`config.mk`:
```
export PLATFORM = sky130hd
export DESIGN_NAME = carrier_counter
export DESIGN_NICKNAME = d
export VERILOG_FILES = /design/src/rtl/carrier_counter.sv
export SDC_FILE = /design/constraint.sdc
export NUM_CORES = 1
export LEC_CHECK = 0
export ABC_AREA = 1
export CAP_MARGIN = 25
export CORE_MARGIN = 8
export CORE_UTILIZATION = 55
export DETAILED_ROUTE_END_ITERATION = 8
export DONT_BUFFER_PORTS = 1
export GPL_TIMING_DRIVEN = 0
export PLACE_DENSITY = 0.68
export SLEW_MARGIN = 20
export SYNTH_ARGS = -nofsm -noshare
export SYNTH_HDL_FRONTEND = slang
export SYNTH_SLANG_ARGS = --single-unit
```
`constraint.sdc`:
```
create_clock -name clk -period 3.5 [get_ports clk]
set_input_delay 0.7 -clock clk [delete_from_list [all_inputs] [get_ports clk]]
set_output_delay 0.7 -clock clk [all_outputs]
set_load 0.01 [all_outputs]
```
`src/rtl/carrier_counter.sv`:
```
// carrier_counter
// ---------------
// Programmable carrier counter for PWM-style timing. Counts in one of four
// shapes selected by a shadowed mode: up-sawtooth, down-sawtooth, triangle
// or hold. Period and mode requests are only adopted at the carrier boundary
// (the "update event"), so a waveform in progress is never torn.
//
// Parameters
//   WIDTH          counter width in bits
//   DEFAULT_PERIOD active period after asynchronous reset (<= 2^WIDTH-1)
//   RESET_VALUE    count after reset (<= DEFAULT_PERIOD)
//
// Ports
//   clk        clock, rising edge
//   rst        asynchronous reset, active low
//   rst_syn    synchronous reset, active high (adopts period/mode at once)
//   e          count enable (tick)
//   mode       requested mode: 00 up, 01 down, 10 triangle, 11 hold
//   period     requested period P, count range 0..P
//   load       synchronous preload strobe
//   load_val   preload value, clamped to the active period
//   load_dir   preload direction for triangle mode (1 up, 0 down)
//   cnt        current count (registered)
//   dir        current direction (1 up, 0 down)
//   at_top     top event (combinational)
//   at_bottom  bottom event (combinational)

module carrier_counter #(
  parameter int WIDTH          = 6,
  parameter int DEFAULT_PERIOD = 41,
  parameter int RESET_VALUE    = 0
) (
  input  logic             clk,
  input  logic             rst,
  input  logic             rst_syn,
  input  logic             e,
  input  logic [1:0]       mode,
  input  logic [WIDTH-1:0] period,
  input  logic             load,
  input  logic [WIDTH-1:0] load_val,
  input  logic             load_dir,
  output logic [WIDTH-1:0] cnt,
  output logic             dir,
  output logic             at_top,
  output logic             at_bottom
);

  typedef enum logic [1:0] {
    MODE_UP   = 2'b00,
    MODE_DOWN = 2'b01,
    MODE_TRI  = 2'b10,
    MODE_HOLD = 2'b11
  } mode_e;

  localparam logic [WIDTH-1:0] ZERO    = {WIDTH{1'b0}};
  localparam logic [WIDTH-1:0] ONE     = WIDTH'(1);
  localparam logic [WIDTH-1:0] RST_CNT = WIDTH'(RESET_VALUE);
  localparam logic [WIDTH-1:0] DEF_P   = WIDTH'(DEFAULT_PERIOD);

  // Smaller of two counts; used for every clamp against a period.
  function automatic logic [WIDTH-1:0] f_min(input logic [WIDTH-1:0] a,
                                             input logic [WIDTH-1:0] b);
    f_min = (a < b) ? a : b;
  endfunction

  logic [WIDTH-1:0] r_cnt;
  logic             r_dir;
  logic [WIDTH-1:0] r_p_act;
  mode_e            r_m_act;

  logic [WIDTH-1:0] w_cnt_nxt;
  logic             w_dir_nxt;
  logic [WIDTH-1:0] w_p_nxt;
  mode_e            w_m_nxt;

  mode_e            w_m_req;
  logic             w_at_max;
  logic             w_at_zero;
  logic             w_p_zero;
  logic             w_dir;
  logic             w_upd_cond;
  logic             w_top_cond;
  logic             w_bot_cond;
  logic             w_ev_ok;
  logic [WIDTH-1:0] w_start_cnt;
  logic             w_start_dir;

  assign w_m_req   = mode_e'(mode);
  assign w_at_max  = (r_cnt == r_p_act);
  assign w_at_zero = (r_cnt == ZERO);
  assign w_p_zero  = (r_p_act == ZERO);
  // Neither reset may produce an event on its own.
  assign w_ev_ok   = e & rst & ~rst_syn;

  // Visible direction: fixed in the sawtooth modes, register otherwise.
  always_comb begin
    w_dir = r_dir;
    case (r_m_act)
      MODE_UP:   w_dir = 1'b1;
      MODE_DOWN: w_dir = 1'b0;
      default:   w_dir = r_dir;
    endcase
  end

  // Boundary conditions (before gating by enable) for update and events.
  always_comb begin
    w_upd_cond = 1'b0;
    w_top_cond = 1'b0;
    w_bot_cond = 1'b0;
    case (r_m_act)
      MODE_UP: begin
        w_upd_cond = w_at_max;
        w_top_cond = w_at_max;
      end
      MODE_DOWN: begin
        w_upd_cond = w_at_zero;
        w_bot_cond = w_at_zero;
      end
      MODE_TRI: begin
        // A zero period degenerates to a point: both events every tick.
        w_upd_cond = (w_at_zero & ~r_dir) | w_p_zero;
        w_top_cond = (w_at_max & r_dir) | w_p_zero;
        w_bot_cond = (w_at_zero & ~r_dir) | w_p_zero;
      end
      MODE_HOLD: begin
        w_upd_cond = 1'b1;
      end
      default: begin
        w_upd_cond = 1'b0;
      end
    endcase
  end

  // Start value of the newly adopted mode at an update event.
  always_comb begin
    w_start_cnt = ZERO;
    w_start_dir = 1'b1;
    case (w_m_req)
      MODE_UP: begin
        w_start_cnt = ZERO;
        w_start_dir = 1'b1;
      end
      MODE_DOWN: begin
        w_start_cnt = period;
        w_start_dir = 1'b0;
      end
      MODE_TRI: begin
        // Triangle-to-triangle skips the repeated zero so the wave stays
        // symmetric (2P ticks per carrier period).
        if (r_m_act == MODE_TRI) begin
          w_start_cnt = (period == ZERO) ? ZERO : ONE;
        end else begin
          w_start_cnt = ZERO;
        end
        w_start_dir = 1'b1;
      end
      MODE_HOLD: begin
        // Frozen count, clamped so it never exceeds the new period.
        w_start_cnt = f_min(r_cnt, period);
        w_start_dir = w_dir;
      end
      default: begin
        w_start_cnt = ZERO;
        w_start_dir = 1'b1;
      end
    endcase
  end

  // Next-state: rst_syn, then load, then enable; otherwise hold.
  always_comb begin
    w_cnt_nxt = r_cnt;
    w_dir_nxt = r_dir;
    w_p_nxt   = r_p_act;
    w_m_nxt   = r_m_act;
    if (rst_syn) begin
      w_p_nxt   = period;
      w_m_nxt   = w_m_req;
      w_cnt_nxt = f_min(RST_CNT, period);
      w_dir_nxt = (w_m_req == MODE_DOWN) ? 1'b0 : 1'b1;
    end else if (load) begin
      w_cnt_nxt = f_min(load_val, r_p_act);
      if (r_m_act == MODE_TRI) begin
        w_dir_nxt = load_dir;
      end else begin
        w_dir_nxt = r_dir;
      end
    end else if (e) begin
      if (w_upd_cond) begin
        w_p_nxt   = period;
        w_m_nxt   = w_m_req;
        w_cnt_nxt = w_start_cnt;
        w_dir_nxt = w_start_dir;
      end else begin
        case (r_m_act)
          MODE_UP:   w_cnt_nxt = r_cnt + ONE;
          MODE_DOWN: w_cnt_nxt = r_cnt - ONE;
          MODE_TRI: begin
            if (r_dir) begin
              if (w_at_max) begin
                w_cnt_nxt = r_p_act - ONE;
                w_dir_nxt = 1'b0;
              end else begin
                w_cnt_nxt = r_cnt + ONE;
              end
            end else begin
              w_cnt_nxt = r_cnt - ONE;
            end
          end
          default: w_cnt_nxt = r_cnt;
        endcase
      end
    end else begin
      w_cnt_nxt = r_cnt;
    end
  end

  // State registers with asynchronous active-low reset.
  always_ff @(posedge clk or negedge rst) begin
    if (!rst) begin
      r_cnt   <= RST_CNT;
      r_dir   <= 1'b1;
      r_p_act <= DEF_P;
      r_m_act <= MODE_UP;
    end else begin
      r_cnt   <= w_cnt_nxt;
      r_dir   <= w_dir_nxt;
      r_p_act <= w_p_nxt;
      r_m_act <= w_m_nxt;
    end
  end

  assign cnt       = r_cnt;
  assign dir       = w_dir;
  assign at_top    = w_ev_ok & w_top_cond;
  assign at_bottom = w_ev_ok & w_bot_cond;

endmodule

```
Word-level counts from Yosys, hierarchy flattened --
Index checks and enable logic that the tools add are counted.
Cells by class: $add $sub $neg 3, bitwise operators 10, order comparisons 3, equal/unequal tests 10, reduce and logical (&&, ||, !) cells 14, multiplexer cells 35
Operators by type and width (count):
- $mux W6 | 13
- $pmux W6 S4 | 1
- $logic_not A6 Y1 | 3
- $pmux W6 S3 | 1
- $lt A6 B6 Y1 | 2
- $sub A6 B1 Y6 const B | 2
- $mux W1 | 11
- $reduce_and A3 Y1 | 3
- $eq A2 B2 Y1 const B | 4
- $mux W2 | 4
- $add A6 B1 Y6 const B | 1
- $and A1 B1 Y1 | 6
- $eq A6 B6 Y1 | 1
- $lt A1 B6 Y1 const A | 1
- $pmux W1 S2 | 3
- $reduce_bool A3 Y1 | 2
- $reduce_bool A6 Y1 | 1
- $ne A5 B5 Y1 const B | 1
- $eq A2 B1 Y1 const B | 2
- $logic_not A2 Y1 | 2
- $pmux W1 S4 | 1
- $reduce_bool A2 Y1 | 2
- $ne A3 B2 Y1 const B | 1
- $pmux W1 S3 | 1
- other kinds (4) | 6
Storage, ports and cells: logic and storage cells 79, flip-flop bits (word level) 15

Longest topological paths before layout --
Gate-level depths: netlist of the first run.
word-level depth 8, mapped depth 17, gate-level depth less buffers 16

Worst setup path before layout of the first run --
No wires, ideal clock.
path type register to output, start register r_m_act[0], end output at_bottom, required time 2800 ps, path buffers 0, arrival time 1427 ps, stages on the path, launching flop included 8, path slack 1373 ps, path through dfrtp_1 inv_1 ha_1 inv_1 o21ai_2 nand4_1 nand2_1 nor3b_1
Between the ends: cells in the longest elaborated chain, start to end 3, elaborated cells between the ends (all ways) 4, those cells by class 2 x eq/ne; 1 x mux; 1 x bitwise
RTL lines:
- from (decl) | RTL line 69 | mode_e r_m_act;
- from (signal assigned) | RTL line 228 | r_m_act <= w_m_nxt;
- $eq A2 B2 Y1 or $eq A2 B1 Y1 (tied branches) | RTL line 110 | case (r_m_act)
- $pmux W1 S2 * | RTL line 110
- $and A1 B1 Y1 * | RTL line 235 | assign at_bottom = w_ev_ok & w_bot_cond;
- to (decl) | RTL line 45 | output logic at_bottom
Mark *: on every way between the ends. The rest lies on a longest branch, timed or not.

Final worst setup path of the first run --
Same ends and word-level chain as after synthesis.

==> summary.md, run 1 <==
| Metric | Value |
|---|---|
| Run status | complete, no violations |
| Post-DP HPWL | 4.46 mm |
| Routability Congestion | about 0.88 |
| Min Clock Period, post-route | 2.72 ns |
| Fin worst setup slack | 0.783 ns |
| Max Clk Rate | around 370 MHz |
| Worst EP arrival | between 2 and 2.5 ns |
| Clk buf depth | 2 |
| Post-route cell area | 2090 um2 |
| Drt pass-1 iters | 4 |
| CP endpoint | at_bottom |
| P per Cell Area | 447 nW/um2 |
| CTS root buf | clkbuf_4 |
| DIE AREA | 5820 um2 |
| Reg2Reg Launch Point | r_m_act[0] |
| Drt wl/cell | 14.5 um |
| Worst Tran Pin Value | just over 0.6 ns |
| Initial antenna violation count | 0 |
| DP Worst Slack | approximately 1.1 ns |
| Clock Pin Slew Worst Setup and Hold Paths | 0.10 ns |
| Nets | 372 |
| Core Box Area | 3580 um2 |
| # port buffers | 0 |
| Register area share after synthesis | 0.190 |
| Yosys cell types | 33 |
| Antenna cells | 0 |
| Crit share post-route | 0.776 |
| R2r worst-path depth | 15 |
| Synth warn | 0 |
| TNS Setup | 0 ns |
| Hold WC Path Type | in -> async |
| VDD IR-drop max | about 0.00027 V |
| Layout fillers | 384 |
| Ports | 29 |
| Final setup fails | 0 |
| Max cap viols | 0 |
| Tot Pwr | 0.933 mW |
| CP Capture Type | output port |
| CTS Hold Bufs | 0 |
| CTS sink cnt | 15 |
| Syn Area/Cell | around 6.1 um2 |
| Gr usage total | 0.192 |
| Total grt overflow | 0 |
| First-pass GRT wire length | 9.32 mm |
| Core Rows | 22 |
| CP Max Fanout | 6 |
| Slew HR | 0.586 |
| Post-DP Area | slightly above 2000 um2 |
| Die Ht | 76.3 um |
| Vias in the first global route | 1923 |
| Routed Antenna Nets | 0 |
| Startpoint Class | flip-flop |
| Pin count of the biggest net entering global routing | 17 |
| Drt first-iter violations | 137 |
| Synth Instances | 328 |
| Flop2flop setup slack | 1.25 ns |
| Post-Syn Area | between 1500 and 2000 um2 |
| TritonCTS Buffers | 3 |
| Worst endpoint required time | around 2.8 ns |
| RSZ-0062 raised after global routing | false |
| Leak | 1.12 nW |
| Final Hold Viols | 0 |
| Post-CTS resize count | 0 |
| Post-Syn Nets | 367 |
| Layout cells sized above 1 | 0.0904 |
| DRC | 0 |
| Vias | 1996 |
| Via density | between 5 and 6 |
| Flip-flop and latch count after synthesis | 15 |
| CP startpoint | r_m_act[0] |
| Final Max Tran Viols | 0 |
| Hold WS | just over 0.09 ns |
| Final Skew | 0.00114 ns |
| Initial core utilization | 0.558 |
| Die W | 76.3 um |
| CTS tree | done |
| Syn-to-layout area delta | 4.51% |
| Routed WL | 5.51 mm |
| Clock latency on the worst-skew pair | 0.29 ns |
| WS Path Type | reg -> out |
| Htree depth | 1 |
| Setup repair bufs after CTS | 0 |
| FF-to-FF End | cnt[1] |
critical path, stage by stage, from the launching register on:
cell,delay [ns]
dfrtp_1,0.45
inv_1,0.10
ha_1,0.23
inv_1,0.15
o21ai_2,0.18
nand4_1,0.15
nand2_1,0.09
nor3b_1,0.37
metrics by stage:
stage,util,instances
after floorplan,-,328
after global placement,0.575,376
after detailed placement,0.575,376
after CTS,0.584,380
after global routing,0.584,380
final,0.584,380
cell families after synthesis:
family | synth area share
AO/OA/AOI/OAI | 0.147
XOR/XNOR | 0.0351
adder cells (fa/ha/maj) | 0.119
buffers and inverters | 0.110
flip-flops | 0.190
AND/OR/NAND/NOR | 0.399
worst min path at each step:
stage,slack (ns),depth (start not counted),from,endpoint
floorplan,0.40,0,rst,cnt[0]
global placement,0.40,0,rst,cnt[4]
finish,0.09,0,rst,cnt[3]
detailed placement,0.40,0,rst,cnt[5]
global route,0.06,0,rst,cnt[2]
CTS,0.08,0,rst,cnt[4]
power breakdown:
part / switching (mW) / total, mW / leakage (nW) / internal [mW]
Combinational: 0.361 / 0.556 / 0.923 / 0.195
Clock: 0.0610 / 0.104 / 0.0139 / 0.0434
Sequential: 0.0644 / 0.273 / 0.181 / 0.209
registers in the layout (all words and copies together), names as in the netlist:
name / cells
r_m_act: 2
r_p_act: 6
cnt: 6
r_dir: 1
metal layers:
metal	share of wire	vias up	track usage
li1	-	1062	-
met4	0.0038	0	0.0385
met5	0	-	0
met1	0.47	887	0.247
met3	0.052	2	0.0259
met2	0.47	45	0.331
Yosys cell counts:
cell type,number,area (um2)
nand2_1,121,454
inv_1,42,158
nand3_1,22,110
ha_1,19,238
nor2_1,19,71.3
o21ai_0,16,80.1
dfrtp_1,11,275
o21ai_1,10,50.1
nand4_1,9,56.3
a21oi_1,8,40.0
xor2_1,8,70.1
o211ai_1,6,45.0
nand2_2,5,31.3
dfstp_2,4,105
buf_2,3,15.0
clkbuf_1,3,11.3
a21oi_2,2,17.5
inv_2,2,7.51
nand3b_1,2,15.0
nor2_2,2,12.5
nor2_4,2,22.5
a21boi_0,1,7.51
a31oi_1,1,6.26
a31oi_4,1,21.3
buf_4,1,7.51
buf_8,1,15.0
inv_4,1,6.26
nand2_4,1,11.3
nor3_1,1,5.00
nor3b_1,1,7.51
o2111ai_1,1,8.76
o21a_1,1,7.51
o21ai_2,1,8.76
final cells by class:
type / count / area, um2 / area share
multi-input combinational: 260 / 1400 / 0.669
sequential: 15 / 380 / 0.182
inverter: 45 / 171 / 0.0821
tap: 48 / 60.1 / 0.0288
buffer: 8 / 48.8 / 0.0234
clock buffer: 3 / 22.5 / 0.0108
clock inverter: 1 / 7.51 / 0.00359
cell usage in the layout (no fill, tap or decap), drive strengths merged, types with 2 or more instances in the layout:
cell / n
ha: 19
nand2: 127
buf: 5
nand3: 22
nor2: 23
dfstp: 4
xor2: 8
a21oi: 10
clkbuf: 6
inv: 45
a31oi: 2
o21ai: 27
o211ai: 6
nand3b: 2
dfrtp: 11
nand4: 9
Note: power is estimated with default switching activity, not from simulation.
==> inputs of run 2 (changes only) <==
==> constraint.sdc (replaced) <==
create_clock -name clk -period 2.85 [get_ports clk]
set_input_delay 0.57 -clock clk [delete_from_list [all_inputs] [get_ports clk]]
set_output_delay 0.57 -clock clk [all_outputs]
set_load 0.01 [all_outputs]
==> run 2 against run 1 <==
Against the previous run:
- critical path depth is the same
- die area is the same
- non-clock buffer count grew 1
- final area grew 0.48%
- register-to-register slack lost 0.66 ns
- critical path type unchanged
==> summary.md, run 2 (synthesized netlist as in run 1, its figures left out) <==
| Metric | Value |
|---|---|
| Layout fillers | ~380 |
| Power share of the sequential group | 0.291 |
| CP Capture Type | output port |
| Reg2Reg Launch Point | r_m_act[0] |
| CP max-delay cell | dfrtp_1 |
| Routability Congestion | 0.876 |
| Max cap viols | 0 |
| Drt wl/cell | 14.7 um |
| Nets | approximately 370 |
| Peak per-stage delay on the critical path | 0.45 ns |
| Worst endpoint required time | 2.28 ns |
| Routed Antenna Nets | 0 |
| CP Depth | 7 |
| Pin count of the biggest net entering global routing | 12 |
| Worst EP arrival | slightly above 2 ns |
| Clock Pin Slew Worst Setup and Hold Paths | 0.10 ns |
| Total grt overflow | 0 |
| WS Path Type | reg -> out |
| Placed cell count | between 300 and 400 |
| Post-route cell area | approximately 2100 um2 |
| Clk buf depth | 2 |
| Drt first-iter violations | 154 |
| Final setup fails | 0 |
| P per Cell Area | 550 nW/um2 |
| Vias | 2010 |
| Layout Cells excl Fill | 381 |
| DIE AREA | roughly 5800 um2 |
| Internal Pwr Total | around 0.55 mW |
| CP Max Fanout | 6 |
| Ports | 29 |
| CTS Hold Bufs | 1 |
| Sum of buffers and inverters on the critical path | 2 |
| TritonCTS Buffers | 3 |
| DP Worst Slack | 0.573 ns |
| Layout cells sized above 1 | 0.0901 |
| DRC | 0 |
| Post-DP HPWL | between 4 and 5 mm |
| Hold WS | around 0.10 ns |
| Initial core utilization | 0.558 |
| Commonest non-fill, non-tap cell in the layout | nand2_1 |
| Flop2flop setup slack | 0.59 ns |
| First-pass GRT wire length | between 9 and 10 mm |
| Syn-to-layout area delta | 5.01% |
| CTS tree | done |
| Clock latency on the worst-skew pair | between 0.2 and 0.3 ns |
| Leak | 1.12 nW |
| Core Box Area | 3580 um2 |
| Max Clk Rate | 385 MHz |
| Min Clock Period, post-route | 2.60 ns |
| Vias in the first global route | 1934 |
| Net Switching | between 0.6 and 0.7 mW |
| Hold WC Path Type | in -> async |
| Via density | 5.28 |
| R2r worst-path depth | 15 |
| TNS Setup | 0 ns |
| Die W | 76.3 um |
| Final Skew | around 0.0011 ns |
| CP Cell Sequence | inv_1 > ha_1 > inv_1 > o21ai_2 > nand4_1 > nand2_1 > nor3b_1 |
| Fin worst setup slack | 0.253 ns |
| Post-CTS resize count | 0 |
| Final Max Tran Viols | 0 |
| Post-DP Area | 2060 um2 |
| # port buffers | 0 |
| Routed WL | 5.59 mm |
| Slew HR | 0.576 |
| Final Hold Viols | 0 |
| Combinational power share | 0.596 |
| Sw frac | 0.524 |
| Startpoint Class | flip-flop |
| Initial antenna violation count | 0 |
| FF-to-FF End | cnt[1] |
| Run status | complete, no violations |
| Clk network pwr share | 0.113 |
| Most frequent cells in the layout | nand2_1, inv_1, nand3_1 |
| Core Rows | 22 |
| Antenna cells | 0 |
| CTS root buf | clkbuf_4 |
| Crit share post-route | 0.911 |
| CP dominant cell by count | inv_1 |
| RSZ-0062 raised after global routing | false |
| VDD IR-drop max | between 0.0003 and 0.0004 V |
| Gr usage total | 0.194 |
| CTS sink cnt | 15 |
| Htree depth | 1 |
| Setup repair bufs after CTS | 0 |
| Worst Tran Pin Value | around 0.63 ns |
| Die Ht | 76.3 um |
| Cell family with most CP delay | simple AND/OR/NAND/NOR gates |
| Drt pass-1 iters | 4 |
-- run 2: final cells by class --
class	count	area, um2	area share
buffer	8	48.8	0.0233
clock buffer	3	22.5	0.0107
clock inverter	1	7.51	0.00358
inverter	45	171	0.0817
multi-input combinational	260	1400	0.666
sequential	15	380	0.181
tap	48	60.1	0.0286
timing repair buffer	1	10.0	0.00477
-- run 2: layer usage --
metal  track usage  routed length [um]
met1         0.250                2690
met4        0.0385                  35
met2         0.334                2650
met5             0                   0
met3        0.0259                 212
-- run 2: through the flow --
step	power, mW	utilization
2_1_floorplan	0.857	-
3_3_place_gp	1.01	0.575
3_5_place_dp	1.02	0.575
4_1_cts	1.15	0.586
5_1_grt	1.28	0.586
6_report	1.15	0.586
-- run 2: worst max path at each step --
stage | end | slack [ns] | start
final | at_bottom | 0.25 | r_m_act[0]
after global routing | at_bottom | 0.05 | r_m_act[0]
after CTS | at_bottom | 0.24 | r_m_act[0]
after global placement | at_bottom | 0.56 | r_m_act[0]
after detailed placement | at_bottom | 0.57 | r_m_act[0]
after floorplan | at_bottom | 0.85 | r_m_act[0]
-- run 2: worst register-to-register path: stages (launching register included) --
cell      delay, ns
dfrtp_1        0.45
inv_1          0.10
ha_1           0.23
inv_1          0.15
o21ai_2        0.18
nand4_1        0.15
nand3b_1       0.14
nand2_1        0.10
nand2_4        0.14
buf_8          0.14
nand3_1        0.09
nand2_1        0.08
nand2_1        0.07
nand2_1        0.08
nand2_1        0.05
nand2_1        0.05
-- run 2: power by group through the flow --
stage	registers [mW]	logic [mW]	clock network (mW)
after floorplan	0.311	0.546	0
after global placement	0.340	0.669	0
after detailed placement	0.340	0.677	0
after CTS	0.335	0.685	0.133
after global routing	0.342	0.792	0.141
final	0.336	0.689	0.130
